`src/rtl/add_arbiter_pkg.sv`:
```
// Shared miniRV common defines used by the adder arbiter.
//   DATA_W              : datapath width of the core (32).
//   ID_PC4/ID_BRT/ID_ALU: requester indices for PC+4, branch target and ALU add.
//   state_t             : result register occupancy (EMPTY/FULL).
package add_arbiter_pkg;

   localparam int unsigned DATA_W = 32;

   localparam int unsigned ID_PC4 = 0;
   localparam int unsigned ID_BRT = 1;
   localparam int unsigned ID_ALU = 2;

   typedef enum logic {
      ST_EMPTY = 1'b0,
      ST_FULL  = 1'b1
   } state_t;

endpackage

```
`src/rtl/alu_add.sv`:
```
// Plain WIDTH-bit adder; carry out is discarded (result is modulo 2^WIDTH).
//   a_i, b_i : operands
//   c_o      : a_i + b_i
module alu_add #(
   parameter int unsigned WIDTH = 32
) (
   input  logic [WIDTH-1:0] a_i,
   input  logic [WIDTH-1:0] b_i,
   output logic [WIDTH-1:0] c_o
);

   assign c_o = a_i + b_i;

endmodule

```
`src/rtl/add_arbiter.sv`:
```
// Round-robin arbiter sharing one adder between NREQ requesters. The granted
// requester's operands are summed and registered together with its index,
// then returned over a valid/ready response channel. The result register may
// be refilled in the same cycle it drains (one addition per cycle).
//   clk_i, rst_i : clock, synchronous active-high reset
//   req_valid_i  : per-requester valid
//   req_a_i/b_i  : packed operands, requester i at [i*WIDTH +: WIDTH]
//   req_ready_o  : one-hot (or zero) acceptance
//   rsp_valid_o  : result register holds an unread sum
//   rsp_c_o      : registered sum
//   rsp_id_o     : index of the requester owning rsp_c_o
//   rsp_ready_i  : consumer takes the result this cycle
module add_arbiter
   import add_arbiter_pkg::*;
#(
   parameter int unsigned NREQ  = 2,
   parameter int unsigned WIDTH = DATA_W,
   parameter int unsigned IDW   = (NREQ > 1) ? $clog2(NREQ) : 1
) (
   input  logic                  clk_i,
   input  logic                  rst_i,
   input  logic [NREQ-1:0]       req_valid_i,
   input  logic [NREQ*WIDTH-1:0] req_a_i,
   input  logic [NREQ*WIDTH-1:0] req_b_i,
   output logic [NREQ-1:0]       req_ready_o,
   output logic                  rsp_valid_o,
   output logic [WIDTH-1:0]      rsp_c_o,
   output logic [IDW-1:0]        rsp_id_o,
   input  logic                  rsp_ready_i
);

   state_t           state;
   logic [IDW-1:0]   rr_ptr;
   logic [NREQ-1:0]  rot;
   logic [NREQ-1:0]  grant;
   logic [IDW-1:0]   grant_idx;
   logic [IDW-1:0]   next_ptr;
   logic             found;
   int unsigned      off;
   int unsigned      pos;
   logic [WIDTH-1:0] mux_a;
   logic [WIDTH-1:0] mux_b;
   logic [WIDTH-1:0] sum;
   logic             can_accept;
   logic             accept;

   // Rotate the valid vector so rr_ptr sits at bit 0; the first set bit is
   // then the distance from rr_ptr to the winner, and adding it back (with
   // wrap) gives the absolute index.
   always_comb begin
      rot   = NREQ'({req_valid_i, req_valid_i} >> rr_ptr);
      found = 1'b0;
      off   = 0;
      for (int unsigned k = 0; k < NREQ; k++) begin
         if (!found && rot[k]) begin
            found = 1'b1;
            off   = k;
         end
      end
      pos = 32'(rr_ptr) + off;
      if (pos >= NREQ) begin
         pos = pos - NREQ;
      end
      grant_idx = IDW'(pos);
      grant     = found ? (NREQ'(1) << grant_idx) : '0;
   end

   // AND-OR operand mux driven by the one-hot grant.
   always_comb begin
      mux_a = '0;
      mux_b = '0;
      for (int unsigned i = 0; i < NREQ; i++) begin
         mux_a = mux_a | ({WIDTH{grant[i]}} & req_a_i[i*WIDTH +: WIDTH]);
         mux_b = mux_b | ({WIDTH{grant[i]}} & req_b_i[i*WIDTH +: WIDTH]);
      end
   end

   alu_add #(
      .WIDTH(WIDTH)
   ) u_add (
      .a_i(mux_a),
      .b_i(mux_b),
      .c_o(sum)
   );

   assign can_accept  = (state == ST_EMPTY) || rsp_ready_i;
   assign req_ready_o = (rst_i || !can_accept) ? '0 : grant;
   assign accept      = |req_ready_o;
   assign next_ptr    = (grant_idx == IDW'(NREQ - 1)) ? '0 : grant_idx + IDW'(1);
   assign rsp_valid_o = (state == ST_FULL);

   always_ff @(posedge clk_i) begin
      if (rst_i) begin
         state    <= ST_EMPTY;
         rsp_c_o  <= '0;
         rsp_id_o <= '0;
         rr_ptr   <= '0;
      end else if (accept) begin
         state    <= ST_FULL;
         rsp_c_o  <= sum;
         rsp_id_o <= grant_idx;
         rr_ptr   <= next_ptr;
      end else if ((state == ST_FULL) && rsp_ready_i) begin
         state <= ST_EMPTY;
      end
   end

endmodule

```
`config.mk`:
```
export PLATFORM = sky130hd
export DESIGN_NAME = add_arbiter
export DESIGN_NICKNAME = d
export VERILOG_FILES = /design/src/rtl/add_arbiter_pkg.sv /design/src/rtl/alu_add.sv /design/src/rtl/add_arbiter.sv
export SDC_FILE = /design/constraint.sdc
export NUM_CORES = 1
export LEC_CHECK = 0
export CAP_MARGIN = 20
export CELL_PAD_IN_SITES_DETAIL_PLACEMENT = 0
export CELL_PAD_IN_SITES_GLOBAL_PLACEMENT = 1
export CORE_MARGIN = 2
export CORE_UTILIZATION = 32
export DETAILED_ROUTE_END_ITERATION = 6
export PLACE_DENSITY = 0.95
export SLEW_MARGIN = 15
export SYNTH_ARGS = -nofsm -noshare
export SYNTH_HDL_FRONTEND = slang
export SYNTH_SLANG_ARGS = --single-unit
```
`constraint.sdc`:
```
create_clock -name clk_i -period 5.3 [get_ports clk_i]
set_input_delay 0.53 -clock clk_i [delete_from_list [all_inputs] [get_ports clk_i]]
set_output_delay 0.53 -clock clk_i [all_outputs]
set_load 0.05 [all_outputs]
```
==> results of run 1 <==
-- worst max-delay path, cell delays in order --
cell,delay (ps)
clkdlybuf4s50_1,590
a21boi_4,850
buf_4,430
a22o_1,200
ha_1,300
nand2_1,110
o21ai_1,90
o41ai_2,300
o22ai_1,170
a2111oi_4,510
a311o_1,250
o211ai_1,80
-- registers in the layout, summed over array words and instances (netlist names) --
signal	count
rr_ptr	1
rsp_c_o	32
rsp_id_o	1
rsp_valid_o	1
-- metrics by stage --
step | setup slack [ps] | std cells | hold slack (ps) | area [um^2] | power [mW]
floorplan | 1739 | 485 | 440.0 | 3700 | 0.8712
global route | 656.2 | 776 | 468.5 | 5648 | 1.537
CTS | 1001 | 776 | 454.1 | 5648 | 1.451
finish | 983.2 | 776 | 452.9 | 5648 | 1.446
detailed placement | 722.2 | 769 | 446.3 | 5504 | 1.157
global placement | 886.1 | 769 | 443.7 | 5504 | 1.145
-- kinds of logic after synthesis --
group | count (synthesis)
and+or+nand+nor | 144
adders and majority gates | 32
xor gates and xnor gates | 13
DFF | 35
AOI/OAI and AO/OA | 213
buffers and inverters | 48
-- power groups by stage --
stage / Combinational, mW / Clock, mW / Sequential [mW]
floorplan: 0.392 / 0 / 0.479
global placement: 0.807 / 0 / 0.338
detailed placement: 0.819 / 0 / 0.338
CTS: 0.823 / 0.295 / 0.333
global route: 0.891 / 0.309 / 0.338
finish: 0.822 / 0.291 / 0.333
-- worst paths after layout --
| check | cells after the start | end |
|---|---|---|
| min reg2reg | 2 | rsp_c_o[1]$_SDFFE_PP0P_ |
| min | 2 | rsp_c_o[1]$_SDFFE_PP0P_ |
| max | 12 | rsp_c_o[31]$_SDFFE_PP0P_ |
| max reg2reg | 13 | rsp_c_o[24]$_SDFFE_PP0P_ |
-- placed cells by master, fill, tap and decap left out, types with 10 or more instances in the layout --
cell and n:
a21o_1 15, nor2_1 22, nand2_1 48, a21oi_1 51
o21ai_1 13, a22o_1 62, and3_1 10, inv_1 11
nand3_1 25, dfxtp_1 35, clkdlybuf4s50_1 168, ha_1 31
-- area by class of cell --
cell class,count,area (um^2),share of cell area
Timing Repair Buffer,174,1727,0.3057
Multi-Input combinational cell,402,2841,0.5031
Tap cell,143,178.9,0.03168
Sequential cell,35,700.7,0.1241
Clock inverter,1,5.005,0.0008861
Inverter,15,56.30,0.009969
Clock buffer,6,138.9,0.02459
-- metal layers --
layer,vias up,global-route usage,part of all wire
met5,-,0,0
met3,16,0.02232,0.057
met4,0,0.05679,0.021
met2,143,0.3549,0.50
met1,2022,0.2479,0.42
li1,2160,-,-
==> summary.txt, run 1 <==
Pin count of the biggest net entering global routing = 58
Top-Level Pins = 169
Reg2Reg Launch Point = rr_ptr$_SDFFE_PP0P_
Max FO, Critical Path = 41
# DRC = 0
Startpoint Class = input pin
Post-DP HPWL = 9941 um
Number of enable flip-flop cells after synthesis = 0
Clock share of power = 0.201
Combinational share of power = 0.569
Critical Path Source = req_valid_i[1]
Worst hold start = rsp_c_o[1]$_SDFFE_PP0P_
Clock slew at reported path FFs = 50 ps
Sw Share = 0.4201
Initial DRC Count = 237
R2r setup slk = 1550 ps
CTS tree = built
Main combinational cell family by area after synthesis = compound AO/OA/AOI/OAI gates
Area grow syn2layout = 52.65%
# hold bufs at CTS = 0
Post-CTS sizing = 0
Sequential share of the synthesized area = 0.1894
Fmax = 0.2317 GHz
Final clock skew = 5.168 ps
Cells after Synth = 485
Yosys warns = 0
FILL cells = 1,150
Min Tclk post-route = 4317 ps
Area leader, netlist = dfxtp_1
Inserted Clock Buffers = 5
N_diodes = 0
1st-pass router iterations = 4
Top_reg_cell synth = dfxtp_1
# H-tree levels = 2
Mapped Area = 0.003700 mm^2
Synth Area in Adders = 0.1102
Top cells by area, synth = dfxtp_1 19%, a22o_1 15%, ha_1 10%
Max IR drop VDD = 144.2 uV
# rows = 39
Least-Margin Pin Slew = 994.9 ps
Routed wire length = 12,490 um
RSZ-0062 raised after global routing = no
Worst hold path type = flip-flop to flip-flop
Final setup viols = 0
Crit share post-route = 0.8145
Layout cell share with drive strength beyond 1 = 0.05213
Die area = 0.01244 mm^2
Synth Area in Compound Gates = 0.4322
#FFs+latches synth = 35
Power Density = 256.1 mW/mm^2
Placeable Area = 0.01137 mm^2
CTS sink cnt = 35
Total grt overflow = 0
Part of the power in registers = 0.230
GRT Total Usage = 0.1970
First-pass GRT wire length = 20,730 um
Critical path required time = 5440 ps
Max_cap viols = 0
Ys async rst share = 0
ANT nets after route = 0
Arrival time at the worst endpoint = 4460 ps
Int Power = 0.8387 mW
Via density = 5.594
Root buffer cell = clkbuf_16
Input/output buffers = 168
Worst-Skew Late Latency = 270 ps
Slew Limit Fails = 0
Drt wl/cell = 16.10 um
Starting Density = 0.3254
Final Hold Viols = 0
Count of different cell masters after synthesis = 56
Final Util = 0.4968
Pleak = 2.298 nW
Syn_nets = 650
Outcome = completed
CP endpoint kind = flip-flop
Die height = 111.5 um
Synth Area in Simple Gates = 0.1884
Worst slew margin = 0.3351
XOR/XNOR Fraction of Synth Area = 0.03077
TNS Setup = 0 ps
Routed vias = 4,341
Crit Path Class = input pin to flip-flop
Mean post-synth cell area = 7.628 um^2
Total net switching power = 0.6076 mW
Top cells by instance count after synthesis = 62 x a22o_1, 51 x a21oi_1, 48 x nand2_1
Top cell type's share of synthesized area = 0.1894
Vias in the first global route = 4,359
DIE WIDTH = 111.5 um
Routability cong. = 0.8914
Maximum clock path buffer count = 2
Nets = 798
Top-count cell post-synth = a22o_1
Post-CTS Setup Bufs = 0
Initial antenna violation count = 0
Post-synthesis mux area share = 0
No activity file was read; power rests on OpenSTA's default activity.
==> run 2, diff against run 1 <==
--- a/config.mk
+++ b/config.mk
@@ -9,9 +9,9 @@
 export CELL_PAD_IN_SITES_DETAIL_PLACEMENT = 0
 export CELL_PAD_IN_SITES_GLOBAL_PLACEMENT = 1
 export CORE_MARGIN = 2
-export CORE_UTILIZATION = 32
+export CORE_UTILIZATION = 27
 export DETAILED_ROUTE_END_ITERATION = 6
-export PLACE_DENSITY = 0.95
+export PLACE_DENSITY = 0.87
 export SLEW_MARGIN = 15
 export SYNTH_ARGS = -nofsm -noshare
 export SYNTH_HDL_FRONTEND = slang
==> constraint.sdc (replaced) <==
create_clock -name clk_i -period 3.78 [get_ports clk_i]
set_input_delay 0.378 -clock clk_i [delete_from_list [all_inputs] [get_ports clk_i]]
set_output_delay 0.378 -clock clk_i [all_outputs]
set_load 0.05 [all_outputs]
==> summary.txt, run 2 (same netlist as run 1, synthesis figures left out) <==
Post-DP HPWL = 11,160 um (+12%)
Register area = 700.7 um^2 (unchanged)
Most common cell after layout, fill and taps aside = clkdlybuf4s50_1
ANT nets after route = 0 (unchanged)
R2r endpoint = rsp_c_o[28]$_SDFFE_PP0P_
# H-tree levels = 2 (unchanged)
Pleak = 2.512 nW (+9.3%)
# hold bufs at CTS = 0 (unchanged)
Arrival time at the worst endpoint = 3720 ps (-740 ps)
Reg with most FFs = rsp_c_o
Total net switching power = 0.8827 mW (+45%)
Startpoint Class = input pin
Layout cell share with drive strength beyond 1 = 0.1096 (+0.05750)
Critical Path Source = req_valid_i[1]
Combinational share of power = 0.574 (+0.005)
Least-Margin Pin Slew = 546.9 ps (-448.0 ps)
# DRC = 0 (unchanged)
Area grow syn2layout = 63.38%
Pin count of the biggest net entering global routing = 39 (-33%)
R2R depth = 12 (-1)
Final setup viols = 0 (unchanged)
Slew Limit Fails = 0 (unchanged)
Die area = 0.01466 mm^2 (+18%)
Die height = 121.1 um (+8.5%)
End point of the critical path = rsp_c_o[28]$_SDFFE_PP0P_
RSZ-0062 raised after global routing = no
Min Tclk post-route = 3567 ps
Outcome = completed
DIE WIDTH = 121.1 um (+8.5%)
Final Util = 0.4546 (-0.04211)
CTS sink cnt = 35 (unchanged)
Starting Density = 0.2783 (-0.04713)
GRT Total Usage = 0.1789 (-0.01814)
Final Hold Viols = 0 (unchanged)
Clock share of power = 0.213 (+0.012)
CTS tree = built
Final clock skew = 4.407 ps (-0.7613 ps)
Reg2Reg Launch Point = rr_ptr$_SDFFE_PP0P_
Multi-input gate area = 0.002841 mm^2 (unchanged)
Vias in the first global route = 4,509 (+3.4%)
Final non-filler cell total = 851 (+9.7%)
Sw Share = 0.4054 (-0.01470)
Maximum clock path buffer count = 2 (unchanged)
# rows = 42 (+7.7%)
Worst-Skew Late Latency = 280 ps (about the same)
FILL cells = 1,308 (+14%)
Routed vias = 4,443 (+2.3%)
Int Power = 1.295 mW (+54%)
Max_cap viols = 0 (unchanged)
Top-Level Pins = 169 (unchanged)
Worst hold path type = flip-flop to flip-flop
Part of the power in registers = 0.213 (-0.017)
Via density = 5.221 (-6.7%)
Inserted Clock Buffers = 5 (unchanged)
Fmax = 0.2803 GHz
First-pass GRT wire length = 21,560 um (+4.0%)
Clock slew at reported path FFs = 60 ps (about the same)
Max IR drop VDD = 165.5 uV (+15%)
N_diodes = 0 (unchanged)
Most frequent cells in the layout = 168 x clkdlybuf4s50_1, 62 x a22o_1, 51 x a21oi_1
Max FO, Critical Path = 29 (-29%)
Routed wire length = 13,330 um (+6.7%)
R2r setup slk = 380 ps (-1170 ps)
Crit share post-route = 0.9436
Total grt overflow = 0 (unchanged)
Post-CTS sizing = 0 (unchanged)
Critical path required time = 3930 ps (-1510 ps)
Power Density = 360.2 mW/mm^2 (+41%)
Nets = 840 (+5.3%)
Root buffer cell = clkbuf_16
Input/output buffers = 168 (unchanged)
Post-CTS Setup Bufs = 0 (unchanged)
Placed cell count = 844 (+9.8%)
1st-pass router iterations = 4 (unchanged)
Initial antenna violation count = 0 (unchanged)
Routability cong. = 0.8904 (-0.11%)
CP endpoint kind = flip-flop
Crit Path Class = input pin to flip-flop
Worst slew margin = 0.6342 (+0.2992)
Max FFs per register = 32 (unchanged)
Drt wl/cell = 15.66 um (-2.7%)
Total power = 2.177 mW (+51%)
Placeable Area = 0.01330 mm^2 (+17%)
Initial DRC Count = 182 (-23%)
==> run 2: layout make-up <==
cell class / instances / area share
Clock buffer: 6 / 0.02132
Clock inverter: 1 / 0.004968
Inverter: 15 / 0.009315
Multi-Input combinational cell: 402 / 0.4701
Sequential cell: 35 / 0.1159
Tap cell: 176 / 0.03643
Timing Repair Buffer: 216 / 0.3420
==> run 2: power groups by stage <==
stage | sequential (mW) | combinational, mW | clock [mW]
2_1_floorplan | 0.671 | 0.550 | 0
3_3_place_gp | 0.472 | 1.24 | 0
3_5_place_dp | 0.473 | 1.25 | 0
4_1_cts | 0.465 | 1.25 | 0.475
5_1_grt | 0.473 | 1.36 | 0.486
6_report | 0.465 | 1.25 | 0.463
==> run 2: how the worst min path moves through the flow <==
| stage | from | end | slack (ps) | cells after the start |
|---|---|---|---|---|
| after global routing | rsp_c_o[3]$_SDFFE_PP0P_ | rsp_c_o[3]$_SDFFE_PP0P_ | 470 | 2 |
| after global placement | rsp_c_o[18]$_SDFFE_PP0P_ | rsp_c_o[18]$_SDFFE_PP0P_ | 440 | 2 |
| after detailed placement | rsp_c_o[18]$_SDFFE_PP0P_ | rsp_c_o[18]$_SDFFE_PP0P_ | 450 | 2 |
| final | rsp_c_o[18]$_SDFFE_PP0P_ | rsp_c_o[18]$_SDFFE_PP0P_ | 450 | 2 |
| after CTS | rsp_c_o[18]$_SDFFE_PP0P_ | rsp_c_o[18]$_SDFFE_PP0P_ | 460 | 2 |
| after floorplan | rr_ptr$_SDFFE_PP0P_ | rr_ptr$_SDFFE_PP0P_ | 440 | 2 |
==> run 2: routing by layer <==
layer	routed length, um	vias to the layer above	GRT usage
met4	161	0	0.03997
met2	6559	124	0.3216
met5	0	-	0
met1	6042	2056	0.2293
li1	-	2251	-
met3	561	12	0.01786
==> run 2: per-stage QoR <==
step,TNS [ps],worst slack [ps],hold WS [ps],instance area (um^2)
after floorplan,0,360.3,440.0,3700
after global placement,0,19.44,439.8,5886
after detailed placement,-168.5,-39.44,451.0,5886
after CTS,0,223.7,457.2,6045
after global routing,0,15.99,474.9,6045
final,0,213.0,450.4,6045
==> run 2: critical path: stages <==
cell and delay (ps):
clkdlybuf4s50_1 570, and2_2 270, buf_4 310, a22o_1 200, ha_1 290, a21o_1 220, a311o_1 370, a2111oi_1 350
nor2_1 150, a21oi_2 280, o21a_1 200, o211ai_1 100
